## src/rtl/muldiv_unit.sv

```systemverilog
// rtl/muldiv_unit.sv - iterative 32-bit multiply/divide stage with registered reg-bank write
// Define MULDIV_SIGNED_EN to honour sgn (two's-complement operands and results).
module muldiv_unit (
   input  logic        clk,
   input  logic        reset,
   input  logic        start,
   input  logic [0:1]  op,
   input  logic        sgn,
   input  logic [0:31] opA,
   input  logic [0:31] opB,
   input  logic [0:4]  dest,
   output logic        busy,
   output logic        done,
   output logic [0:31] busC,
   output logic [0:4]  busCsel,
   output logic        WriteC
);
   typedef enum logic [1:0] {IDLE, CALC, RES, WB} state_t;

   state_t      state_q;
   logic [4:0]  cnt_q;
   logic [1:0]  op_q;
   logic [4:0]  dest_q;
   logic [31:0] b_q;
   logic [63:0] acc_q, acc_d;
   logic [31:0] rem_q, rem_d;
   logic        busy_q, done_q, wr_q;
   logic [31:0] busc_q, res_d;
   logic [4:0]  buscsel_q;
   logic [31:0] opa_w, opb_w, a_in, b_in;
   logic [32:0] sum, rem_sh, diff;
   logic [63:0] prod;
   logic [31:0] quo, rmd;
   logic        accept;

   assign opa_w  = opA;
   assign opb_w  = opB;
   // IDLE with busy still set is the clean-up edge after WB; start is not sampled there.
   assign accept = (state_q == IDLE) && !busy_q && start;

`ifdef MULDIV_SIGNED_EN
   logic neg_res_q, neg_a_q, bzero_q;
   logic sa, sb;
   assign sa   = sgn & opa_w[31];
   assign sb   = sgn & opb_w[31];
   assign a_in = sa ? (~opa_w + 32'd1) : opa_w;
   assign b_in = sb ? (~opb_w + 32'd1) : opb_w;

   always_ff @(posedge clk or negedge reset) begin
      if (!reset) begin
         neg_res_q <= 1'b0;
         neg_a_q   <= 1'b0;
         bzero_q   <= 1'b0;
      end else if (accept) begin
         neg_res_q <= sa ^ sb;
         neg_a_q   <= sa;
         bzero_q   <= (opb_w == 32'd0);
      end
   end
`else
   logic unused_sgn;
   assign unused_sgn = sgn;
   assign a_in       = opa_w;
   assign b_in       = opb_w;
`endif

   // acc low half holds multiplier (MUL) or dividend/quotient (DIV); b_q holds the other operand.
   always_comb begin
      sum    = {1'b0, acc_q[63:32]} + (acc_q[0] ? {1'b0, b_q} : 33'd0);
      rem_sh = {rem_q, acc_q[31]};
      diff   = rem_sh - {1'b0, b_q};
      acc_d  = {sum, acc_q[31:1]};
      rem_d  = rem_q;
      if (op_q[1]) begin
         acc_d = {32'd0, acc_q[30:0], ~diff[32]};
         rem_d = diff[32] ? rem_sh[31:0] : diff[31:0];
      end
   end

   always_comb begin
      prod = acc_q;
      quo  = acc_q[31:0];
      rmd  = rem_q;
`ifdef MULDIV_SIGNED_EN
      if (neg_res_q) begin
         prod = ~acc_q + 64'd1;
         quo  = ~acc_q[31:0] + 32'd1;
      end
      if (bzero_q) quo = 32'hFFFF_FFFF;
      if (neg_a_q) rmd = ~rem_q + 32'd1;
`endif
      case (op_q)
         2'b00:   res_d = prod[31:0];
         2'b01:   res_d = prod[63:32];
         2'b10:   res_d = quo;
         default: res_d = rmd;
      endcase
   end

   always_ff @(posedge clk or negedge reset) begin
      if (!reset) begin
         state_q   <= IDLE;
         cnt_q     <= 5'd0;
         op_q      <= 2'b00;
         dest_q    <= 5'd0;
         b_q       <= 32'd0;
         acc_q     <= 64'd0;
         rem_q     <= 32'd0;
         busy_q    <= 1'b0;
         done_q    <= 1'b0;
         wr_q      <= 1'b0;
         busc_q    <= 32'd0;
         buscsel_q <= 5'd0;
      end else begin
         case (state_q)
            IDLE: begin
               done_q <= 1'b0;
               wr_q   <= 1'b0;
               busy_q <= 1'b0;
               if (accept) begin
                  op_q    <= op;
                  dest_q  <= dest;
                  b_q     <= b_in;
                  acc_q   <= {32'd0, a_in};
                  rem_q   <= 32'd0;
                  cnt_q   <= 5'd0;
                  busy_q  <= 1'b1;
                  state_q <= CALC;
               end
            end
            CALC: begin
               acc_q <= acc_d;
               rem_q <= rem_d;
               cnt_q <= cnt_q + 5'd1;
               if (cnt_q == 5'd31) state_q <= RES;
            end
            RES: begin
               busc_q    <= res_d;
               buscsel_q <= dest_q;
               state_q   <= WB;
            end
            WB: begin
               done_q  <= 1'b1;
               wr_q    <= (dest_q != 5'd0);
               state_q <= IDLE;
            end
            default: state_q <= IDLE;
         endcase
      end
   end

   assign busy    = busy_q;
   assign done    = done_q;
   assign WriteC  = wr_q;
   assign busC    = busc_q;
   assign busCsel = buscsel_q;
endmodule

```

## config.mk

```make
export PLATFORM = sky130hd
export DESIGN_NAME = muldiv_unit
export DESIGN_NICKNAME = d
export VERILOG_FILES = /design/src/rtl/muldiv_unit.sv
export SDC_FILE = /design/constraint.sdc
export NUM_CORES = 1
export LEC_CHECK = 0
export CAP_MARGIN = 20
export CORE_ASPECT_RATIO = 1.25
export CORE_UTILIZATION = 63
export DETAILED_ROUTE_END_ITERATION = 8
export PLACE_DENSITY = 0.86
export SETUP_SLACK_MARGIN = 0.2
export SLEW_MARGIN = 10
export SYNTH_ARGS = -nofsm -noshare
export SYNTH_HDL_FRONTEND = slang
export SYNTH_SLANG_ARGS = --single-unit
```

## constraint.sdc

```tcl
create_clock -name clk -period 9.4 [get_ports clk]
set_input_delay 0.94 -clock clk [delete_from_list [all_inputs] [get_ports clk]]
set_output_delay 0.94 -clock clk [all_outputs]
set_load 0.01 [all_outputs]
```

==> reports/metrics.cfg, run 1 <==
[clocking]
cts_root_buffer = clkbuf_16
clkTransAtPathRegs_ns = 0.08
clock_latency_ns = 0.45
cts_buffer_depth = 2
h-tree-depth = 4
post_cts_resized = 0
post_cts_buffers = 0
cts_buffers = 17
postCtsHoldBufs = 0
cts_sinks = 182
cts_tree = yes

[timing]
fin_ws_ns = 5.32
fin_crit_sh = 0.434
skew_ns = 0.0196
setup_tns_ns = 0
timing.slew.headroom = 0.295
period_needed_ns = 4.08
slew_violations = 0
hold_violations = 0
rsz0062_at_grt = no
setup_viol = 0
fmax_mhz = 245
worst_pin_slew_ns = 1.06

[global_route]
grt_first_pass_wirelength_microns = 52800
grtUsageTotal = 0.336
grt_max_degree = 68
grt_overflow = 0
first_global_vias = 10400
grt_antenna_before_repair = 0

[setup_path]
crit_path_end_kind = flip-flop
rr_startpoint = acc_q[31]
r2r_cells = 13
critPathBufInv = 3
cp_slowest_stage_delay_ns = 0.49
reg2reg_slack_ns = 5.32
crit_required_ns = 9.74
cp_top_family = compound AO/OA/AOI/OAI gates
r2r_end = rem_q[31]
crit_arrival_ns = 4.42
critical_path.startpoint_type = flip-flop
path_cells = inv_1 > ha_1 > inv_1 > fa_1 > a211oi_1 > o211ai_2 > nand3_2 > a21oi_2 > a2111o_1 > o211ai_4 > buf_4 > nand2_1 > o21ai_0
crit_slowest_cell = buf_4
worstSetupPathType = flip-flop to flip-flop
crit_top_cell = inv_1
path_max_fanout = 34

[die]
rows = 56
die_y_microns = 158
coreArea_sq_um = 18900
start_util = 0.651
io_pins = 115
die_x_microns = 127
fp.dieArea_sq_um = 20100

[synth]
synth_top_family_by_area = compound AO/OA/AOI/OAI gates
synth-seq-cells = 182
synth-main-ff-cell = dfrtp_1
synthAdderAreaFrac = 0.0754
yosysSeqAreaShare = 0.370
muxShareOfSynthArea = 0.162
post_synth_num_cell_types = 81
synth-simple-area-share = 0.119
syn-num-nets = 1443
async_flop_share = 1.00
synth_compound_area_frac = 0.197
ys.warnings.count = 0
synth_edf_count = 0
syn_inst = 1295
syn_area_per_cell_sq_um = 9.51
synth_area_sq_um = 12300
synth_xor_area_frac = 0.0341

[placed_design]
dp.cells = 1581
dp_hpwl_microns = 22900
preCtsSetupSlack_ns = 5.48
gp_congestion = 0.906
portBuffers = 113

[power_and_ir_drop]
vdd_drop_max_mv = 0.258
p_total_w = 0.00457
leakagePower_nw = 6.36
pwr_density_cell_nw_per_um2 = 323

[drt]
vias_per_cell = 6.47
first_pass_iters = 5
wl_per_cell_microns = 20.1
drt_iter0_markers = 719
routed_wl_microns = 32400
vias = 10400
drc = 0
ant_nets = 0

[cells_and_area]
finalNetCount = 1518
areaGrowthSynthToFinish_pct = 14.8
instances_no_fill = 1614
drive_gt1_frac = 0.122
n_antenna_cell = 0

[outcome]
outcome = finished clean

[job]
max_cap_violations = 0

[worst_hold_path]
hold_path.class = input pin to async pin

logic make-up (layout without fill, tap and decap cells):
family                     Yosys count  in the layout
xor gates and xnor gates            48             48
buffers and inverters              125            212
and+or+nand+nor                    306            306
adders and majority gates           73             73
muxes                              187            187
AOI/OAI and AO/OA                  374            374
DFF                                182            182
report_power, final:
part           leakage (nW)  total (W)  switching, W  internal (W)
logic                  3.80    0.00241       0.00129       0.00111
clock network         0.269   0.000696      0.000346      0.000350
registers              2.29    0.00146      0.000363       0.00110
cell usage after synthesis (all sizes together), types with 17 or more instances:
cell / count / area share
o21ai: 98 / 0.040
o22ai: 19 / 0.0097
inv: 54 / 0.016
o21a: 17 / 0.010
ha: 71 / 0.072
xnor2: 32 / 0.023
dfrtp: 182 / 0.37
mux2: 98 / 0.090
a31oi: 18 / 0.0091
nor3: 23 / 0.0098
and2: 33 / 0.017
nor2: 74 / 0.023
a21oi: 105 / 0.043
nand3: 21 / 0.0089
a21o: 29 / 0.018
nand2: 102 / 0.031
mux2i: 89 / 0.072
buf: 26 / 0.012
clkbuf: 43 / 0.013
metrics by stage:
step / utilization / hold WS (ns) / cell area, sq um
3_5_place_dp: 0.716 / 0.490 / 13500
6_report: 0.747 / 0.419 / 14100
5_1_grt: 0.747 / 0.471 / 14100
4_1_cts: 0.745 / 0.448 / 14100
3_3_place_gp: 0.714 / 0.480 / 13500
2_1_floorplan: - / 0.459 / 12300
per-layer routing:
layer	GRT usage	vias up	wire length, microns
met4	0.130	0	972
met2	0.581	437	16100
met5	0	-	0
met1	0.416	5057	13000
li1	-	4865	-
met3	0.0642	88	2360
worst max-delay path by stage:
stage                     startpoint  depth (start not counted)        end  slack [ns]
after global placement     acc_q[31]                         13  rem_q[15]        5.54
after detailed placement    acc_q[0]                         12  acc_q[59]        5.48
after floorplan             acc_q[0]                         13  acc_q[59]        6.41
final                      acc_q[31]                         13  rem_q[31]        5.32
after CTS                  acc_q[31]                         13  rem_q[31]        5.42
after global routing       acc_q[31]                         13  rem_q[31]        5.22
flip-flops by register name, indices dropped and copies added, names as in the netlist:
name	count
rem_q	32
busC	32
b_q	32
dest_q	5
acc_q	64
busCsel	5
busy	1
done	1
state_q	2
cnt_q	5
WriteC	1
op_q	2
final cells by class:
type | count | area (sq um)
tap | 232 | 290
clock inverter | 14 | 135
multi-input combinational | 988 | 7250
clock buffer | 17 | 425
inverter | 54 | 203
fill | 1323 | 4780
sequential | 182 | 4560
timing repair buffer | 127 | 1280
placed cells by master (no fill, tap or decap), types with 32 or more instances in the layout:
cell             netlist  layout
a21oi_1              103     103
and2_1                33      33
clkdlybuf4s50_1        0     112
dfrtp_1              182     180
ha_1                  71      71
inv_1                 54      54
mux2_2                97      97
mux2i_1               89      89
nand2_1              102     102
nor2_1                74      74
o21ai_0               69      69
xnor2_1               32      32
Power figures use the tool's default switching activity.
==> run 2: changes to the inputs <==
CORE_UTILIZATION = 59   (was 63)
PLACE_DENSITY = 0.82   (was 0.86)
clock period = 4.1 ns   (was 9.4 ns; I/O delays follow)
==> run 2 against run 1 <==
  * Count of clock-buffer cells in the layout rose by 2
  * Wire length fell by 0.47%
  * Clock skew fell by 0.0071 ns
  * Highest routed layer unchanged
  * First-iteration DRC count rose by 1.5%
  * Maximum frequency rose by 13%
  * Worst hold slack got worse by 0.36 ns
  * Core utilization fell by 5.0 points
  * Critical path depth did not move
  * Combinational power rose by 130%
  * Die area rose by 6.7%
==> reports/metrics.cfg, run 2 (same netlist as run 1, synthesis figures left out) <==
[outcome]
outcome = finished clean

[setup_path]
crit_required_ns = 4.39  ; -5.35 ns
cp_top_family = compound AO/OA/AOI/OAI gates
r2r_end = rem_q[13]
crit_path_end = rem_q[13]
r2r_cells = 13  ; unchanged
critPathBufInv = 3  ; unchanged
crit_path_end_kind = flip-flop
crit_top_cell = inv_1
path_cells = inv_1 > ha_1 > inv_1 > fa_1 > a211oi_1 > o211ai_2 > nand3_2 > a21oi_2 > a2111o_1 > o211ai_4 > buf_12 > mux2i_1 > o21ai_1
crit_arrival_ns = 3.90  ; -0.52 ns
reg2reg_slack_ns = 0.49  ; -4.83 ns
rr_startpoint = acc_q[31]
path_max_fanout = 26  ; -24%
cp_slowest_stage_delay_ns = 0.47  ; -0.02 ns
critical_path.startpoint_type = flip-flop
path_depth = 13  ; unchanged
startpoint = acc_q[31]
worstSetupPathType = flip-flop to flip-flop
crit_slowest_cell = a211oi_1

[drt]
ant_nets = 0  ; unchanged
drt_iter0_markers = 730  ; +1.5%
first_pass_iters = 5  ; unchanged
vias_per_cell = 6.31  ; -2.6%
vias = 10400  ; -0.22%
drc = 0  ; unchanged
wl_per_cell_microns = 19.5  ; -2.8%
routed_wl_microns = 32300  ; -0.47%

[cells_and_area]
final_cell_area_sq_um = 14200  ; +0.27%
top_register = acc_q
largest_reg_flops = 64  ; unchanged
layout_commonest_cell = dfrtp_1
final_core_util = 0.698  ; -0.0496
layout_common_cells = 180 x dfrtp_1, 112 x clkdlybuf4s50_1, 103 x a21oi_1
drive_gt1_frac = 0.123  ; +0.00136
finalNetCount = 1518  ; unchanged
n_antenna_cell = 0  ; unchanged
instances_no_fill = 1653  ; +2.4%
areaGrowthSynthToFinish_pct = 15.1

[die]
io_pins = 115  ; unchanged
die_y_microns = 164  ; +3.3%
fp.dieArea_sq_um = 21500  ; +6.7%
die_x_microns = 131  ; +3.3%
coreArea_sq_um = 20300  ; +7.4%
start_util = 0.606  ; -0.0449
rows = 58  ; +3.6%

[timing]
hold_violations = 0  ; unchanged
fin_ws_ns = 0.491  ; -4.83 ns
fmax_mhz = 277  ; +13%
slew_violations = 0  ; unchanged
timing.slew.headroom = 0.288  ; -0.00678
worst_pin_slew_ns = 1.07  ; +0.0102 ns
fin_crit_sh = 0.880  ; +0.446
skew_ns = 0.0125  ; -0.00710 ns
period_needed_ns = 3.61  ; -0.475 ns
setup_tns_ns = 0  ; unchanged
setup_viol = 0  ; unchanged
rsz0062_at_grt = no

[placed_design]
gp_congestion = 0.930  ; +2.6%
portBuffers = 113  ; unchanged
place_area_sq_um = 13600  ; +0.42%
dp_hpwl_microns = 22900  ; +0.23%
dp.cells = 1621  ; +2.5%
preCtsSetupSlack_ns = 0.589  ; -4.89 ns

[clocking]
cts_sinks = 182  ; unchanged
cts_buffer_depth = 2  ; unchanged
post_cts_buffers = 0  ; unchanged
postCtsHoldBufs = 0  ; unchanged
clkTransAtPathRegs_ns = 0.08  ; about the same
h-tree-depth = 4  ; unchanged
cts_buffers = 17  ; unchanged
cts_tree = yes
post_cts_resized = 0  ; unchanged
cts_root_buffer = clkbuf_16
clock_latency_ns = 0.44  ; about the same

[global_route]
grt_overflow = 0  ; unchanged
grt_max_degree = 101  ; +49%
first_global_vias = 10300  ; -1.3%
grt_first_pass_wirelength_microns = 52800  ; -0.14%
grt_antenna_before_repair = 0  ; unchanged
grtUsageTotal = 0.309  ; -0.0271

[job]
max_cap_violations = 0  ; unchanged

[power_and_ir_drop]
pwr_density_cell_nw_per_um2 = 734  ; +130%
vdd_drop_max_mv = 0.591  ; +130%
leakagePower_nw = 6.36  ; about the same

[worst_hold_path]
hold_path.class = input pin to async pin

## run 2: layer usage
| metal | track usage | up-vias | wire length, microns |
|---|---|---|---|
| met3 | 0.0549 | 59 | 2170 |
| met1 | 0.397 | 5123 | 13600 |
| met2 | 0.526 | 386 | 15800 |
| met5 | 0 | - | 0 |
| li1 | - | 4856 | - |
| met4 | 0.100 | 0 | 699 |
## run 2: layout make-up
class / count / area, sq um
multi-input cells: 988 / 7250
fillers: 1573 / 6140
flip-flops and latches: 182 / 4560
repair buffers: 127 / 1250
clock buffers: 19 / 453
well taps: 270 / 338
inverters: 54 / 203
clock inverters: 13 / 124
## run 2: through the flow
stage | hold WS, ns | total power, W
finish | 0.0546 | 0.0104
detailed placement | 0.495 | 0.00868
global placement | 0.481 | 0.00848
floorplan | 0.114 | 0.00705
CTS | 0.118 | 0.0103
global route | 0.125 | 0.0111
## run 2: worst reg2reg max path, stage by stage, from the launching register on
cell	delay [ns]
dfrtp_1	0.41
inv_1	0.12
ha_1	0.20
inv_1	0.06
fa_1	0.42
a211oi_1	0.47
o211ai_2	0.24
nand3_2	0.16
a21oi_2	0.12
a2111o_1	0.42
o211ai_4	0.20
buf_12	0.27
mux2i_1	0.29
o21ai_1	0.08
## run 2: worst min-delay path by stage
| stage | start | end | slack [ns] |
|---|---|---|---|
| 6_report | reset | busC[24] | 0.05 |
| 5_1_grt | reset | busC[24] | 0.12 |
| 4_1_cts | reset | busC[24] | 0.12 |
| 3_5_place_dp | busC[8] | busC[8] | 0.49 |
| 3_3_place_gp | cnt_q[2] | cnt_q[2] | 0.48 |
| 2_1_floorplan | reset | WriteC | 0.11 |
## run 2: report_power, final
part	total (W)	switching [W]	internal, W	leakage (nW)
clock network	0.00163	0.000791	0.000840	0.281
logic	0.00543	0.00293	0.00251	3.78
registers	0.00334	0.000823	0.00252	2.29
==> run 3: changes to the inputs <==
PLACE_DENSITY = 0.85   (was 0.82)
==> run 3 against run 2 <==
  * The flow now finishes with violations (hold timing)
  * Final cell count up 0.12%
  * Worst hold slack worse by 0.066 ns
  * Maximum frequency down 0.77%
  * Die area unchanged
  * Combinational power up 0.9%
  * Total power up 1.2%
  * Sequential power about the same
  * Wire length up 1.8%
  * Sequential cell count unchanged
  * Clock power up 3%
==> reports/metrics.cfg, run 3 (same netlist as run 1, synthesis figures left out) <==
[outcome]
outcome = complete, but fails checks
failed_checks = hold timing

[cells_and_area]
fill_cells = 1499  ; -4.7%
final_core_util = 0.702  ; +0.00413
n_antenna_cell = 0  ; unchanged
layout_common_cells = 180 x dfrtp_1, 112 x clkdlybuf4s50_1, 102 x nand2_1, 102 x a21oi_1, 97 x mux2_2
instances_no_fill = 1655  ; +0.12%
drive_gt1_frac = 0.125  ; +0.00199
top_register = acc_q
layout_commonest_cell = dfrtp_1
finalNetCount = 1520  ; +0.13%
areaGrowthSynthToFinish_pct = 15.8
largest_reg_flops = 64  ; unchanged

[timing]
hold_violations = 7  ; +7
timing.slew.headroom = 0.314  ; +0.0260
worst_pin_slew_ns = 1.03  ; -0.0389 ns
fmax_mhz = 275  ; -0.77%
worst_hold_slack_ns = -0.0117  ; -0.0663 ns
slew_violations = 0  ; unchanged
skew_ns = 0.0115  ; -0.00105 ns
period_needed_ns = 3.64  ; +0.0281 ns
rsz0062_at_grt = no
fin_crit_sh = 0.887  ; +0.00684
setup_tns_ns = 0  ; unchanged
setup_viol = 0  ; unchanged

[power_and_ir_drop]
leakagePower_nw = 6.39  ; +0.57%
vdd_drop_max_mv = 0.549  ; -7.0%
pwr_density_cell_nw_per_um2 = 739  ; +0.65%
p_total_w = 0.0105  ; +1.2%

[die]
die_y_microns = 164  ; unchanged
start_util = 0.606  ; unchanged
coreArea_sq_um = 20300  ; unchanged
rows = 58  ; unchanged
fp.dieArea_sq_um = 21500  ; unchanged
io_pins = 115  ; unchanged
die_x_microns = 131  ; unchanged

[setup_path]
critical_path.startpoint_type = flip-flop
critPathBufInv = 3  ; unchanged
crit_path_end_kind = flip-flop
cp_slowest_stage_delay_ns = 0.44  ; -0.03 ns
crit_slowest_cell = fa_1
crit_top_cell = inv_1
startpoint = acc_q[31]
cp_top_family = compound AO/OA/AOI/OAI gates
crit_required_ns = 4.38  ; about the same
path_cells = inv_1 > ha_1 > inv_1 > fa_1 > a211oi_1 > o211ai_2 > nand3_2 > a21oi_2 > a2111o_1 > o211ai_4 > buf_12 > mux2i_1 > o21ai_0
rr_startpoint = acc_q[31]
worstSetupPathType = flip-flop to flip-flop
path_max_fanout = 25  ; -3.8%
crit_arrival_ns = 3.92  ; +0.02 ns

[drt]
routed_wl_microns = 32900  ; +1.8%
first_pass_iters = 5  ; unchanged
drt_iter0_markers = 751  ; +2.9%
drc = 0  ; unchanged
wl_per_cell_microns = 19.9  ; +1.7%
vias_per_cell = 6.35  ; +0.72%
vias = 10500  ; +0.84%
ant_nets = 0  ; unchanged

[global_route]
grt_max_degree = 81  ; -20%
grtUsageTotal = 0.314  ; +0.00542
first_global_vias = 10400  ; +1.4%
grt_first_pass_wirelength_microns = 53300  ; +1.0%
grt_antenna_before_repair = 0  ; unchanged
grt_overflow = 0  ; unchanged

[clocking]
postCtsHoldBufs = 0  ; unchanged
cts_buffer_depth = 2  ; unchanged
cts_buffers = 17  ; unchanged
cts_tree = yes
cts_root_buffer = clkbuf_16
clock_latency_ns = 0.44  ; about the same
cts_sinks = 182  ; unchanged
clkTransAtPathRegs_ns = 0.08  ; about the same
h-tree-depth = 4  ; unchanged
post_cts_resized = 0  ; unchanged
post_cts_buffers = 0  ; unchanged

[job]
max_cap_violations = 0  ; unchanged

[placed_design]
dp.cells = 1623  ; +0.12%
dp_hpwl_microns = 23500  ; +2.4%
gp_congestion = 0.937  ; +0.71%
portBuffers = 113  ; unchanged

[worst_hold_path]
hold_path.class = input pin to async pin

-- run 3: cell count changes in the layout (fill, tap and decap cells not counted) --
cell	change
inv_8	-3
clkbuf_8	-2
clkinv_4	-1
a21oi_1	-1
a21oi_2	+1
inv_12	+1
buf_16	+1
clkinvlp_4	-2
clkinv_8	+7
buf_4	+1
-- run 3: power breakdown --
group / switching (W) / internal (W) / total (W)
combinational: 0.00294 / 0.00254 / 0.00548
clock: 0.000848 / 0.000837 / 0.00168
sequential: 0.000854 / 0.00252 / 0.00337
total: 0.00464 / 0.00590 / 0.0105
-- run 3: final timing paths --
check / end / slack [ns] / cells past startpoint
worst max-delay path: rem_q[1] / 0.46 / 13
worst min-delay path: busC[26] / -0.01 / 1
worst max register to register: rem_q[1] / 0.46 / 13
worst min register to register: busC[28] / 0.51 / 1
max in group asynchronous: b_q[16] / 3.10 / 2
min in group clk: busC[28] / 0.51 / 1
-- run 3: through the flow --
| stage | hold slack (ns) | instance area [sq um] | worst slack [ns] |
|---|---|---|---|
| final | -0.0117 | 14300 | 0.463 |
| after global routing | 0.0541 | 14300 | 0.272 |
| after CTS | 0.0234 | 14300 | 0.512 |
| after detailed placement | 0.494 | 13600 | 0.569 |
| after global placement | 0.479 | 13600 | 0.693 |
| after floorplan | 0.114 | 12300 | 1.11 |
-- run 3: area by class of cell --
class                      count  area [sq um]  area share
multi-input combinational    988          7250       0.509
sequential                   182          4560       0.320
timing repair buffer         129          1280      0.0901
clock buffer                  17           425      0.0298
tap                          270           338      0.0237
inverter                      54           203      0.0142
clock inverter                15           196      0.0138
-- run 3: per-layer routing --
layer,global-route usage,up-vias,part of all wire
li1,-,4867,-
met1,0.388,5091,0.40
met2,0.545,457,0.49
met3,0.0441,97,0.068
met4,0.144,0,0.037
met5,0,-,0
